## config.mk

```make
export PLATFORM = sky130hd
export DESIGN_NAME = mod_counter_flat
export DESIGN_NICKNAME = d
export VERILOG_FILES = /design/src/rtl/mod_counter_pkg.sv /design/src/rtl/mod_counter_if.sv /design/src/rtl/mod_counter_prescaler.sv /design/src/rtl/mod_counter.sv /design/src/flat_wrapper.sv
export SDC_FILE = /design/constraint.sdc
export NUM_CORES = 1
export LEC_CHECK = 0
export CAP_MARGIN = 0
export CELL_PAD_IN_SITES_DETAIL_PLACEMENT = 2
export CELL_PAD_IN_SITES_GLOBAL_PLACEMENT = 2
export CORE_UTILIZATION = 29
export DETAILED_ROUTE_END_ITERATION = 8
export PLACE_DENSITY_LB_ADDON = 0.1
export SLEW_MARGIN = 30
export SYNTH_ARGS = -nofsm -noshare
export SYNTH_HDL_FRONTEND = slang
export SYNTH_SLANG_ARGS = --single-unit
```

## constraint.sdc

```tcl
create_clock -name clk -period 3.6 [get_ports clk]
set_input_delay 0.72 -clock clk [delete_from_list [all_inputs] [get_ports clk]]
set_output_delay 0.72 -clock clk [all_outputs]
set_load 0.01 [all_outputs]
```

## src/rtl/mod_counter_pkg.sv

```systemverilog
// Shared constants, mode encoding and load-clamp helper for the modulo counter.
package mod_counter_pkg;

    localparam int unsigned WIDTH_MAX = 32;

    typedef enum logic {
        WRAP = 1'b0,
        SAT  = 1'b1
    } mode_e;

    // Clamp a loaded value to the top of the count range; one extra bit keeps MODULO = 2**WIDTH safe.
    function automatic logic [WIDTH_MAX:0] clamp_load(
        input logic [WIDTH_MAX:0] val,
        input logic [WIDTH_MAX:0] lim
    );
        return (val > lim) ? lim : val;
    endfunction

endpackage

```

## src/rtl/mod_counter_if.sv

```systemverilog
// Control/status bundle between a counter user (master) and the counter (slave).
interface mod_counter_if #(
    parameter int unsigned WIDTH = 8
);
    logic             en;
    logic             up;
    logic             clear;
    logic             load;
    logic [WIDTH-1:0] load_value;
    logic [WIDTH-1:0] value;
    logic             tc;

    modport master (
        output en, up, clear, load, load_value,
        input  value, tc
    );

    modport slave (
        input  en, up, clear, load, load_value,
        output value, tc
    );
endinterface

```

## src/rtl/mod_counter_prescaler.sv

```systemverilog
// Enable prescaler: emits one step per PRESCALE enabled cycles; restart forces phase 0.
module mod_counter_prescaler #(
    parameter int unsigned PRESCALE = 1
) (
    input  logic clk,
    input  logic reset,
    input  logic en,
    input  logic restart,
    output logic step
);

    localparam int unsigned CW = (PRESCALE > 1) ? $clog2(PRESCALE) : 1;
    localparam logic [CW-1:0] LAST = CW'(PRESCALE - 1);

    logic [CW-1:0] phase;

    assign step = en && (phase == LAST);

    always_ff @(posedge clk or negedge reset) begin
        if (!reset) begin
            phase <= '0;
        end else if (restart) begin
            phase <= '0;
        end else if (en) begin
            phase <= (phase == LAST) ? '0 : CW'(phase + 1'b1);
        end
    end

endmodule

```

## src/rtl/mod_counter.sv

```systemverilog
// Parametrised up/down modulo counter with load/clear, prescaled enable,
// wrap-or-saturate boundaries and a registered terminal-count pulse.
module mod_counter
    import mod_counter_pkg::*;
#(
    parameter int unsigned       WIDTH    = 8,
    parameter longint unsigned   MODULO   = 256,
    parameter int unsigned       SATURATE = 0,
    parameter int unsigned       PRESCALE = 1
) (
    input  logic          clk,
    input  logic          reset,
    mod_counter_if.slave  bus
);

    // Top of range held at WIDTH+1 bits so MODULO = 2**WIDTH cannot overflow.
    localparam logic [WIDTH:0]   MAX_WIDE = (WIDTH + 1)'(MODULO - 64'd1);
    localparam logic [WIDTH-1:0] MAX_VAL  = MAX_WIDE[WIDTH-1:0];
    localparam mode_e            MODE     = (SATURATE != 0) ? SAT : WRAP;

    if (WIDTH < 2 || WIDTH > WIDTH_MAX) begin : g_bad_width
        $fatal(1, "mod_counter: WIDTH=%0d outside 2..%0d", WIDTH, WIDTH_MAX);
    end
    if (MODULO < 2 || MODULO > (64'd1 << WIDTH)) begin : g_bad_modulo
        $fatal(1, "mod_counter: MODULO=%0d outside 2..2**WIDTH", MODULO);
    end
    if (SATURATE > 1) begin : g_bad_sat
        $fatal(1, "mod_counter: SATURATE=%0d must be 0 or 1", SATURATE);
    end
    if (PRESCALE < 1 || PRESCALE > 65535) begin : g_bad_prescale
        $fatal(1, "mod_counter: PRESCALE=%0d outside 1..65535", PRESCALE);
    end

    logic             step;
    logic [WIDTH-1:0] value_q;
    logic [WIDTH-1:0] value_d;
    logic             tc_q;
    logic             tc_d;
    logic [WIDTH-1:0] load_clamped;
    logic             at_max;
    logic             at_zero;

    mod_counter_prescaler #(
        .PRESCALE (PRESCALE)
    ) u_prescaler (
        .clk     (clk),
        .reset   (reset),
        .en      (bus.en),
        .restart (bus.clear | bus.load),
        .step    (step)
    );

    assign load_clamped = WIDTH'(clamp_load((WIDTH_MAX + 1)'(bus.load_value),
                                            (WIDTH_MAX + 1)'(MAX_WIDE)));
    assign at_max  = (value_q == MAX_VAL);
    assign at_zero = (value_q == '0);

    // Next value and terminal count: clear beats load beats step.
    always_comb begin
        value_d = value_q;
        tc_d    = 1'b0;
        if (bus.clear) begin
            value_d = '0;
        end else if (bus.load) begin
            value_d = load_clamped;
        end else if (step) begin
            if (bus.up) begin
                if (at_max) begin
                    tc_d = 1'b1;
                    if (MODE == WRAP) value_d = '0;
                end else begin
                    value_d = value_q + WIDTH'(1);
                end
            end else begin
                if (at_zero) begin
                    tc_d = 1'b1;
                    if (MODE == WRAP) value_d = MAX_VAL;
                end else begin
                    value_d = value_q - WIDTH'(1);
                end
            end
        end
    end

    always_ff @(posedge clk or negedge reset) begin
        if (!reset) begin
            value_q <= '0;
            tc_q    <= 1'b0;
        end else begin
            value_q <= value_d;
            tc_q    <= tc_d;
        end
    end

    assign bus.value = value_q;
    assign bus.tc    = tc_q;

endmodule

```

## src/flat_wrapper.sv

```systemverilog
// flat-port wrapper written by rule: the top's interface ports become plain ports
module mod_counter_flat import mod_counter_pkg::*;
#(
    parameter int unsigned       WIDTH    = 8,
    parameter longint unsigned   MODULO   = 256,
    parameter int unsigned       SATURATE = 0,
    parameter int unsigned       PRESCALE = 1
)
  (clk, reset, bus_en, bus_up, bus_clear, bus_load, bus_load_value, bus_value, bus_tc);
  mod_counter_if #(.WIDTH(WIDTH)) bus_i ();
  input  logic clk;
  input  logic reset;
  input wire logic [$bits(bus_i.en)-1:0] bus_en;
  input wire logic [$bits(bus_i.up)-1:0] bus_up;
  input wire logic [$bits(bus_i.clear)-1:0] bus_clear;
  input wire logic [$bits(bus_i.load)-1:0] bus_load;
  input wire logic [$bits(bus_i.load_value)-1:0] bus_load_value;
  output wire logic [$bits(bus_i.value)-1:0] bus_value;
  output wire logic [$bits(bus_i.tc)-1:0] bus_tc;
  assign bus_i.en = bus_en;
  assign bus_i.up = bus_up;
  assign bus_i.clear = bus_clear;
  assign bus_i.load = bus_load;
  assign bus_i.load_value = bus_load_value;
  assign bus_value = bus_i.value;
  assign bus_tc = bus_i.tc;
  mod_counter #(.WIDTH(WIDTH), .MODULO(MODULO), .SATURATE(SATURATE), .PRESCALE(PRESCALE)) u_core (.clk(clk), .reset(reset), .bus(bus_i));
endmodule
```

==> qor.txt, run 1 <==
Status -> finished, final reports clean
Latest clock arrival within the worst-skew pair -> 0.27 ns
Crit-path leading delay family -> buffers and inverters
CTS tree -> yes
Syn Nets -> 121
H-tree levels -> 1
Multi-input logic area -> 547 µm²
GRT Resource Usage Total -> 0.187
Pwr Density -> 294 nW/µm²
Die height -> 55.8 µm
Final-layout fill cell count -> 341
Num Clock Sinks -> 9
HP Class -> primary input to asynchronous set/reset pin
Synth area leader -> dfrtp_1
Crit path launch type -> flip-flop
Tot Pwr -> 318 µW
CP Buf/Inv Count -> 1
Max clock buf depth -> 2
Register area share after synthesis -> 0.268
Reg clk slew, reported paths -> 0.06 ns
Synth Cell Area -> 841 µm²
Setup crit end kind -> output pin
Initial cell density of the core -> 0.305
P&R area growth vs syn -> 28.4%
Die area -> 3120 µm²
Reg2reg setup slack -> 1.65 ns
Drt first pass iters -> 4
Top cells by area, synth -> dfrtp_1, a21oi_1, ha_1, nor3b_1, nand2_1
Top-level port count -> 23
Gr ovfl total -> 0
Final ANT Viol Nets -> 0
Crit path DAT -> 1.46 ns
FF+latch count, synth -> 9
CTS Hold Bufs -> 0
Num CTS Buffers -> 3
Top cell type's share of synthesized area -> 0.268
Dpl hpwl -> 2.06 mm
CTS root buffer -> clkbuf_4
MaxCap Viol Count -> 0
Final #Nets -> 139
Setup-failing EPs final -> 0
Setup TNS -> 0 ns
Fin Clk Skew -> 0.00540 ns
DRC violations left -> 0
Via count -> 899
Overall routed net length -> 2.73 mm
CTS resizes -> 0
Site Rows -> 19
EDFF count, synth -> 0
Vias in the first global route -> 932
CP max FO -> 11
FMAX -> 0.460 GHz
Starting DRT DRC Count -> 9
I/O Buffers -> 22
Fin crit period -> 2.18 ns
Worst R2R Path Depth -> 4
# Post-CTS Setup Buffers -> 0
Final Hold Viols -> 0
Sequential standard cell area -> 225 µm²
RSZ-0062 raised after global routing -> false
Antenna cells -> 0
Pin count of the biggest net entering global routing -> 19
Mapped Avg Cell Area -> 8.08 µm²
Fin. max-slew vios -> 0
Pleak -> 0.000403 µW
First-pass GRT wire length -> 4.51 mm
Synth async-reset ratio -> 1.00
Kind of critical path -> flip-flop to output pin
Top cells by count, synth -> dfrtp_1, a21oi_1, nand2_1
Initial antenna violation count -> 0
Period utilization -> 0.604
Top FF cell, synth -> dfrtp_1
Worst Tran Pin Value -> 0.599 ns
Via-to-Cell Ratio -> 5.91
Critical R2R Launch -> u_core.bus.value[4]
Most frequent cell after synthesis -> dfrtp_1
Rel. slew slack -> 0.599
Critical-path cell list -> clkdlybuf4s50_1
Worst VDD drop -> 0.220 mV
Die X -> 55.8 µm
Share of cells above drive strength 1 -> 0.0661
Syn Inst Count -> 104
Worst path max stage delay -> 0.61 ns
Gpl congestion -> 0.799
Worst EP required -> 2.88 ns
Max stage delay cell, worst path -> clkdlybuf4s50_1
Synthesis Warnings -> 0
Placeable Area -> 2760 µm²
Count of cell types in the netlist -> 43
Per-cell routed wire length -> 18.0 µm
RR Endpoint -> u_core.bus.value[4]
[stage by stage]
step / instances / util / cell area [µm²] / hold slack, ns / setup WS (ns)
after floorplan: 104 / - / 841 / 0.424 / 1.78
after global placement: 148 / 0.382 / 1050 / 0.772 / 1.25
after detailed placement: 148 / 0.382 / 1050 / 0.775 / 1.17
after CTS: 152 / 0.392 / 1080 / 0.754 / 1.41
after global routing: 152 / 0.392 / 1080 / 0.761 / 1.36
final: 152 / 0.392 / 1080 / 0.750 / 1.42
[placed cells by master (no fill, tap or decap), types with 3 or more instances in the layout]
| master | netlist | layout |
|---|---|---|
| ha_1 | 3 | 3 |
| clkbuf_4 | 0 | 3 |
| o211ai_1 | 3 | 3 |
| nor3_1 | 5 | 5 |
| inv_1 | 6 | 6 |
| a21oi_1 | 8 | 8 |
| nand2_1 | 7 | 7 |
| o21ai_0 | 3 | 3 |
| dfrtp_1 | 9 | 9 |
| clkdlybuf4s50_1 | 0 | 22 |
| nor3b_1 | 4 | 4 |
| nor2_1 | 6 | 6 |
[kinds of logic (layout without fill, tap and decap cells)]
family                   after synthesis  in the layout  synth area share
flip-flops                             9              9             0.268
AND/OR/NAND/NOR                       37             37             0.247
multiplexers                           2              2            0.0253
XOR/XNOR                               3              3            0.0313
buffers and inverters                 15             32            0.0818
adder cells (fa/ha/maj)                3              3            0.0446
AO/OA/AOI/OAI                         35             35             0.302
[power by group]
part / switching, µW / internal (µW) / leakage [µW]
combinational: 53.2 / 57.3 / 0.000268
clock: 37.0 / 42.8 / 0.0000150
sequential: 19.9 / 108 / 0.000119
[sequential cells by signal (all words and copies together), names as in the netlist]
| name | flops |
|---|---|
| u_core.bus.tc | 1 |
| u_core.bus.value | 8 |
[worst max path at each step]
stage	end	cells after the start	slack, ns	startpoint
3_3_place_gp	u_core.bus.value[7]	4	1.25	bus_load
6_report	bus_value[4]	1	1.42	u_core.bus.value[4]
2_1_floorplan	u_core.bus.value[2]	5	1.78	bus_up
5_1_grt	bus_value[4]	1	1.36	u_core.bus.value[4]
4_1_cts	bus_value[4]	1	1.41	u_core.bus.value[4]
3_5_place_dp	u_core.bus.value[7]	4	1.17	bus_load
[metal layers]
metal | routed length, µm | share of wire | global-route usage
met1 | 1180 | 0.43 | 0.213
met5 | 0 | 0 | 0
met2 | 1460 | 0.53 | 0.351
met3 | 96 | 0.035 | 0.0465
met4 | 0 | 0 | 0.0348
[area by class of cell]
class	instances	share of cell area
Sequential cell	9	0.209
Clock buffer	4	0.0243
Inverter	6	0.0209
Multi-Input combinational cell	80	0.506
Tap cell	31	0.0359
Timing Repair Buffer	22	0.204
No activity file was read; power rests on OpenSTA's default activity.
==> inputs of run 2 (changes only) <==
--- a/config.mk
+++ b/config.mk
@@ -8,7 +8,7 @@
 export CAP_MARGIN = 0
 export CELL_PAD_IN_SITES_DETAIL_PLACEMENT = 2
 export CELL_PAD_IN_SITES_GLOBAL_PLACEMENT = 2
-export CORE_UTILIZATION = 29
+export CORE_UTILIZATION = 24
 export DETAILED_ROUTE_END_ITERATION = 8
 export PLACE_DENSITY_LB_ADDON = 0.1
 export SLEW_MARGIN = 30
==> constraint.sdc (replaced) <==
create_clock -name clk -period 1.9 [get_ports clk]
set_input_delay 0.38 -clock clk [delete_from_list [all_inputs] [get_ports clk]]
set_output_delay 0.38 -clock clk [all_outputs]
set_load 0.01 [all_outputs]
==> run 2 against run 1 <==
  * Wire length up 15%
  * Via count rose by 3.6%
  * Worst hold slack worse by 0.32 ns
  * Critical endpoint is now u_core.bus.value[5]
==> qor.txt, run 2 (same netlist as run 1, synthesis figures left out) <==
RR Endpoint -> u_core.bus.value[5]
Kind of critical path -> flip-flop to flip-flop
Drt first pass iters -> 3
Per-cell routed wire length -> 17.6 µm
Most frequent cells in the layout -> clkdlybuf4s50_1, buf_4, dfrtp_1, a21oi_1, nand2_1
Site Rows -> 21
FMAX -> 0.553 GHz
Final Cell Area -> 1190 µm²
Via-to-Cell Ratio -> 5.20
Final Hold Viols -> 0
P&R area growth vs syn -> 41.4%
H-tree levels -> 1
CTS root buffer -> clkbuf_4
Reg clk slew, reported paths -> 0.07 ns
Pin count of the biggest net entering global routing -> 11
HP Class -> primary input to asynchronous set/reset pin
I/O Buffers -> 22
Die X -> 61.2 µm
CTS resizes -> 0
Gpl congestion -> 0.818
Fin. max-slew vios -> 0
Gr ovfl total -> 0
WHS -> 0.431 ns
Status -> finished, final reports clean
Starting DRT DRC Count -> 19
Final std cells w/o fill -> 179
Final-layout fill cell count -> 405
Crit path launch type -> flip-flop
CTS tree -> yes
Share of cells above drive strength 1 -> 0.150
MaxCap Viol Count -> 0
Setup TNS -> 0 ns
Fin crit period -> 1.81 ns
Overall routed net length -> 3.15 mm
DP Cell Count -> 175
Worst R2R Path Depth -> 4
Vias in the first global route -> 1,047
Critical R2R Launch -> u_core.bus.value[1]
Setup crit end kind -> flip-flop
Period utilization -> 0.951
Num CTS Buffers -> 3
Placement Cell Area -> 1160 µm²
CTS Hold Bufs -> 0
Max clock buf depth -> 2
Top-level port count -> 23
Final #Nets -> 151
Final ANT Viol Nets -> 0
Antenna cells -> 0
CP max FO -> 8
Setup-failing EPs final -> 0
Largest register FFs -> 8
Crit path DAT -> 1.99 ns
Pleak -> 0.000462 µW
Die area -> 3740 µm²
Core Util, Final -> 0.356
Pwr Density -> 532 nW/µm²
Worst Tran Pin Value -> 0.457 ns
GRT Resource Usage Total -> 0.188
DRC violations left -> 0
Rel. slew slack -> 0.694
Placeable Area -> 3340 µm²
RSZ-0062 raised after global routing -> false
Latest clock arrival within the worst-skew pair -> 0.26 ns
Initial antenna violation count -> 0
Initial cell density of the core -> 0.252
First-pass GRT wire length -> 5.02 mm
Die height -> 61.2 µm
# Post-CTS Setup Buffers -> 0
Via count -> 931
Num Clock Sinks -> 9
Commonest non-fill, non-tap cell in the layout -> clkdlybuf4s50_1
Fin Clk Skew -> 0.00733 ns
Worst VDD drop -> 0.267 mV
Dpl hpwl -> 2.47 mm
Reg2reg setup slack -> 0.09 ns
Worst EP required -> 2.09 ns
## run 2: changes by cell type in the layout (fill, tap and decap cells not counted)
cell / previous run / this run
buf_4: 0 / 12
## run 2: how the worst max path moves through the flow
stage / start / to / slack (ns) / cells past startpoint
finish: u_core.bus.value[1] / u_core.bus.value[5] / 0.09 / 4
global route: u_core.bus.value[1] / u_core.bus.value[7] / 0.003 / 5
global placement: bus_up / u_core.bus.value[7] / 0.05 / 5
detailed placement: bus_up / u_core.bus.value[6] / -0.002 / 6
floorplan: u_core.bus.value[4] / u_core.bus.value[4] / 0.11 / 5
CTS: u_core.bus.value[1] / u_core.bus.value[5] / 0.05 / 4
## run 2: where the power goes
group          total, µW  switching, µW  internal (µW)
Combinational        257            129            128
Clock                152           70.8           81.0
Sequential           223           18.4            205
## run 2: per-layer routing
metal,part of all wire,GRT usage
met5,0,0
met4,0.019,0.0617
met3,0.026,0.0399
met2,0.54,0.348
met1,0.42,0.212
## run 2: layout make-up
cell class                      instances  area [µm²]  area share
Sequential cell                         9         225       0.189
Clock buffer                            4        26.3      0.0221
Timing Repair Buffer                   34         310       0.261
Tap cell                               46        57.6      0.0484
Multi-Input combinational cell         80         547       0.460
Inverter                                6        22.5      0.0189
## run 2: metrics by stage
stage	total power (µW)	setup slack, ns
after floorplan	365	0.111
after global placement	481	0.0505
after detailed placement	486	-0.00163
after CTS	644	0.0530
after global routing	678	0.00304
final	632	0.0930
## run 2: critical path, stage by stage (launching register included)
cell and delay [ns]:
dfrtp_1 0.48, or4_1 0.56, or3_1 0.35, a31oi_1 0.21
o2bb2ai_1 0.13
==> inputs of run 3 (changes only) <==
--- a/config.mk
+++ b/config.mk
@@ -8,7 +8,8 @@
 export CAP_MARGIN = 0
 export CELL_PAD_IN_SITES_DETAIL_PLACEMENT = 2
 export CELL_PAD_IN_SITES_GLOBAL_PLACEMENT = 2
-export CORE_UTILIZATION = 24
+export CORE_UTILIZATION = 25
+export CTS_BUF_LIST = sky130_fd_sc_hd__clkbuf_2 sky130_fd_sc_hd__clkbuf_4 sky130_fd_sc_hd__clkbuf_8
 export DETAILED_ROUTE_END_ITERATION = 8
 export PLACE_DENSITY_LB_ADDON = 0.1
 export SLEW_MARGIN = 30
==> run 3 against run 2 <==
  * Clock skew decreased by 0.0067 ns
  * Critical endpoint unchanged
  * Final cell count down 1.1%
  * Power grew 3.3%
  * Maximum frequency is 1.0% higher
  * Worst hold slack better by 0.0083 ns
  * Largest cell class unchanged
  * Setup slack better by 0.019 ns
  * Sequential share of layout area rose by 0.065 points
  * Via count rose by 0.97%
  * Combinational power barely moved
==> qor.txt, run 3 (same netlist as run 1, synthesis figures left out) <==
Status -> finished, final reports clean
Final Hold Viols -> 0
Per-cell routed wire length -> 17.7 µm
Period utilization -> 0.941
Via-to-Cell Ratio -> 5.31
Die height -> 60.0 µm
Share of cells above drive strength 1 -> 0.165
Pre-CTS setup slack -> 0.00760 ns
Pleak -> 0.000464 µW
Setup TNS -> 0 ns
Initial antenna violation count -> 0
WHS -> 0.439 ns
GRT Resource Usage Total -> 0.200
Pwr Density -> 548 nW/µm²
Crit path DAT -> 1.98 ns
DRC violations left -> 0
Worst EP required -> 2.09 ns
CP max FO -> 8
Num CTS Buffers -> 3
Largest register FFs -> 8
Most frequent cells in the layout -> clkdlybuf4s50_1, buf_4, a21oi_1, dfrtp_1, nand2_1
Top-level port count -> 23
Critical-path cell list -> or4_1 -> or3_1 -> a31oi_1 -> o2bb2ai_1
RSZ-0062 raised after global routing -> false
Kind of critical path -> flip-flop to flip-flop
Setup-failing EPs final -> 0
Antenna cells -> 0
First-pass GRT wire length -> 5.16 mm
Die area -> 3600 µm²
Max clock buf depth -> 2
P&R area growth vs syn -> 41.7%
Final ANT Viol Nets -> 0
Via count -> 940
CTS root buffer -> clkbuf_4
Dpl hpwl -> 2.43 mm
Gr ovfl total -> 0
Worst Tran Pin Value -> 0.476 ns
Commonest non-fill, non-tap cell in the layout -> clkdlybuf4s50_1
Drt first pass iters -> 4
FMAX -> 0.559 GHz
Gpl congestion -> 0.852
Final #Nets -> 151
CTS tree -> yes
Vias in the first global route -> 1,068
Initial cell density of the core -> 0.269
Max stage delay cell, worst path -> or4_1
Latest clock arrival within the worst-skew pair -> 0.26 ns
Fin crit period -> 1.79 ns
Starting DRT DRC Count -> 21
HP Class -> primary input to asynchronous set/reset pin
I/O Buffers -> 22
Num Clock Sinks -> 9
Rel. slew slack -> 0.682
Final worst setup slack -> 0.112 ns
H-tree levels -> 1
Fin. max-slew vios -> 0
Site Rows -> 20
Worst VDD drop -> 0.252 mV
Crit path launch type -> flip-flop
Die X -> 60.0 µm
Pin count of the biggest net entering global routing -> 11
Overall routed net length -> 3.14 mm
Reg clk slew, reported paths -> 0.07 ns
Worst path max stage delay -> 0.54 ns
Fin Clk Skew -> 0.000643 ns
Placeable Area -> 3130 µm²
Setup crit end kind -> flip-flop
MaxCap Viol Count -> 0
## run 3: worst paths after layout
kind | startpoint | to | slack, ns | cells after the start
min in group clk | bus_load_value[6] | u_core.bus.value[6] | 0.70 | 3
setup / recovery | u_core.bus.value[1] | u_core.bus.value[5] | 0.11 | 4
hold / removal | reset | u_core.bus.value[5] | 0.44 | 1
hold reg to reg | u_core.bus.value[7] | u_core.bus.value[7] | 0.76 | 2
max in group asynchronous | reset | u_core.bus.value[1] | 1.11 | 1
setup reg to reg | u_core.bus.value[1] | u_core.bus.value[5] | 0.11 | 4
## run 3: layout make-up
class	count	area (µm²)
Inverter	6	22.5
Timing Repair Buffer	34	310
Tap cell	44	55.1
Multi-Input combinational cell	80	547
Fill cell	383	1940
Sequential cell	9	226
Clock buffer	4	30.0
## run 3: metal layers
| layer | global-route usage | share of wire | wire, µm |
|---|---|---|---|
| met5 | 0 | 0 | 0 |
| met4 | 0.0332 | 0.012 | 38 |
| met3 | 0.0476 | 0.029 | 90 |
| met2 | 0.367 | 0.54 | 1710 |
| met1 | 0.237 | 0.42 | 1300 |
## run 3: critical path, delay by kind of cell, from the launching register on
family,cells,cell delay (ns)
DFF,1,0.49
and+or+nand+nor,2,0.88
AOI/OAI and AO/OA,2,0.35
## run 3: report_power, final
| group | internal [µW] | switching (µW) |
|---|---|---|
| Sequential | 205 | 19.3 |
| Clock | 95.4 | 75.1 |
| Combinational | 128 | 130 |
| Total | 429 | 224 |
## run 3: per-stage QoR
stage / cell area, µm² / std cells / utilization / power [µW]
after floorplan: 841 / 104 / - / 365
after global placement: 1160 / 173 / 0.371 / 478
after detailed placement: 1160 / 173 / 0.371 / 487
after CTS: 1190 / 177 / 0.380 / 660
after global routing: 1190 / 177 / 0.381 / 691
final: 1190 / 177 / 0.381 / 653
## run 3: timing repair
action                                  4_1_cts  5_1_grt
endpoints found under the setup margin        0        1
buffers inserted                              0        0
hold endpoints to repair                      0        0
resized for setup                             0        1
hold buffers                                  0        0
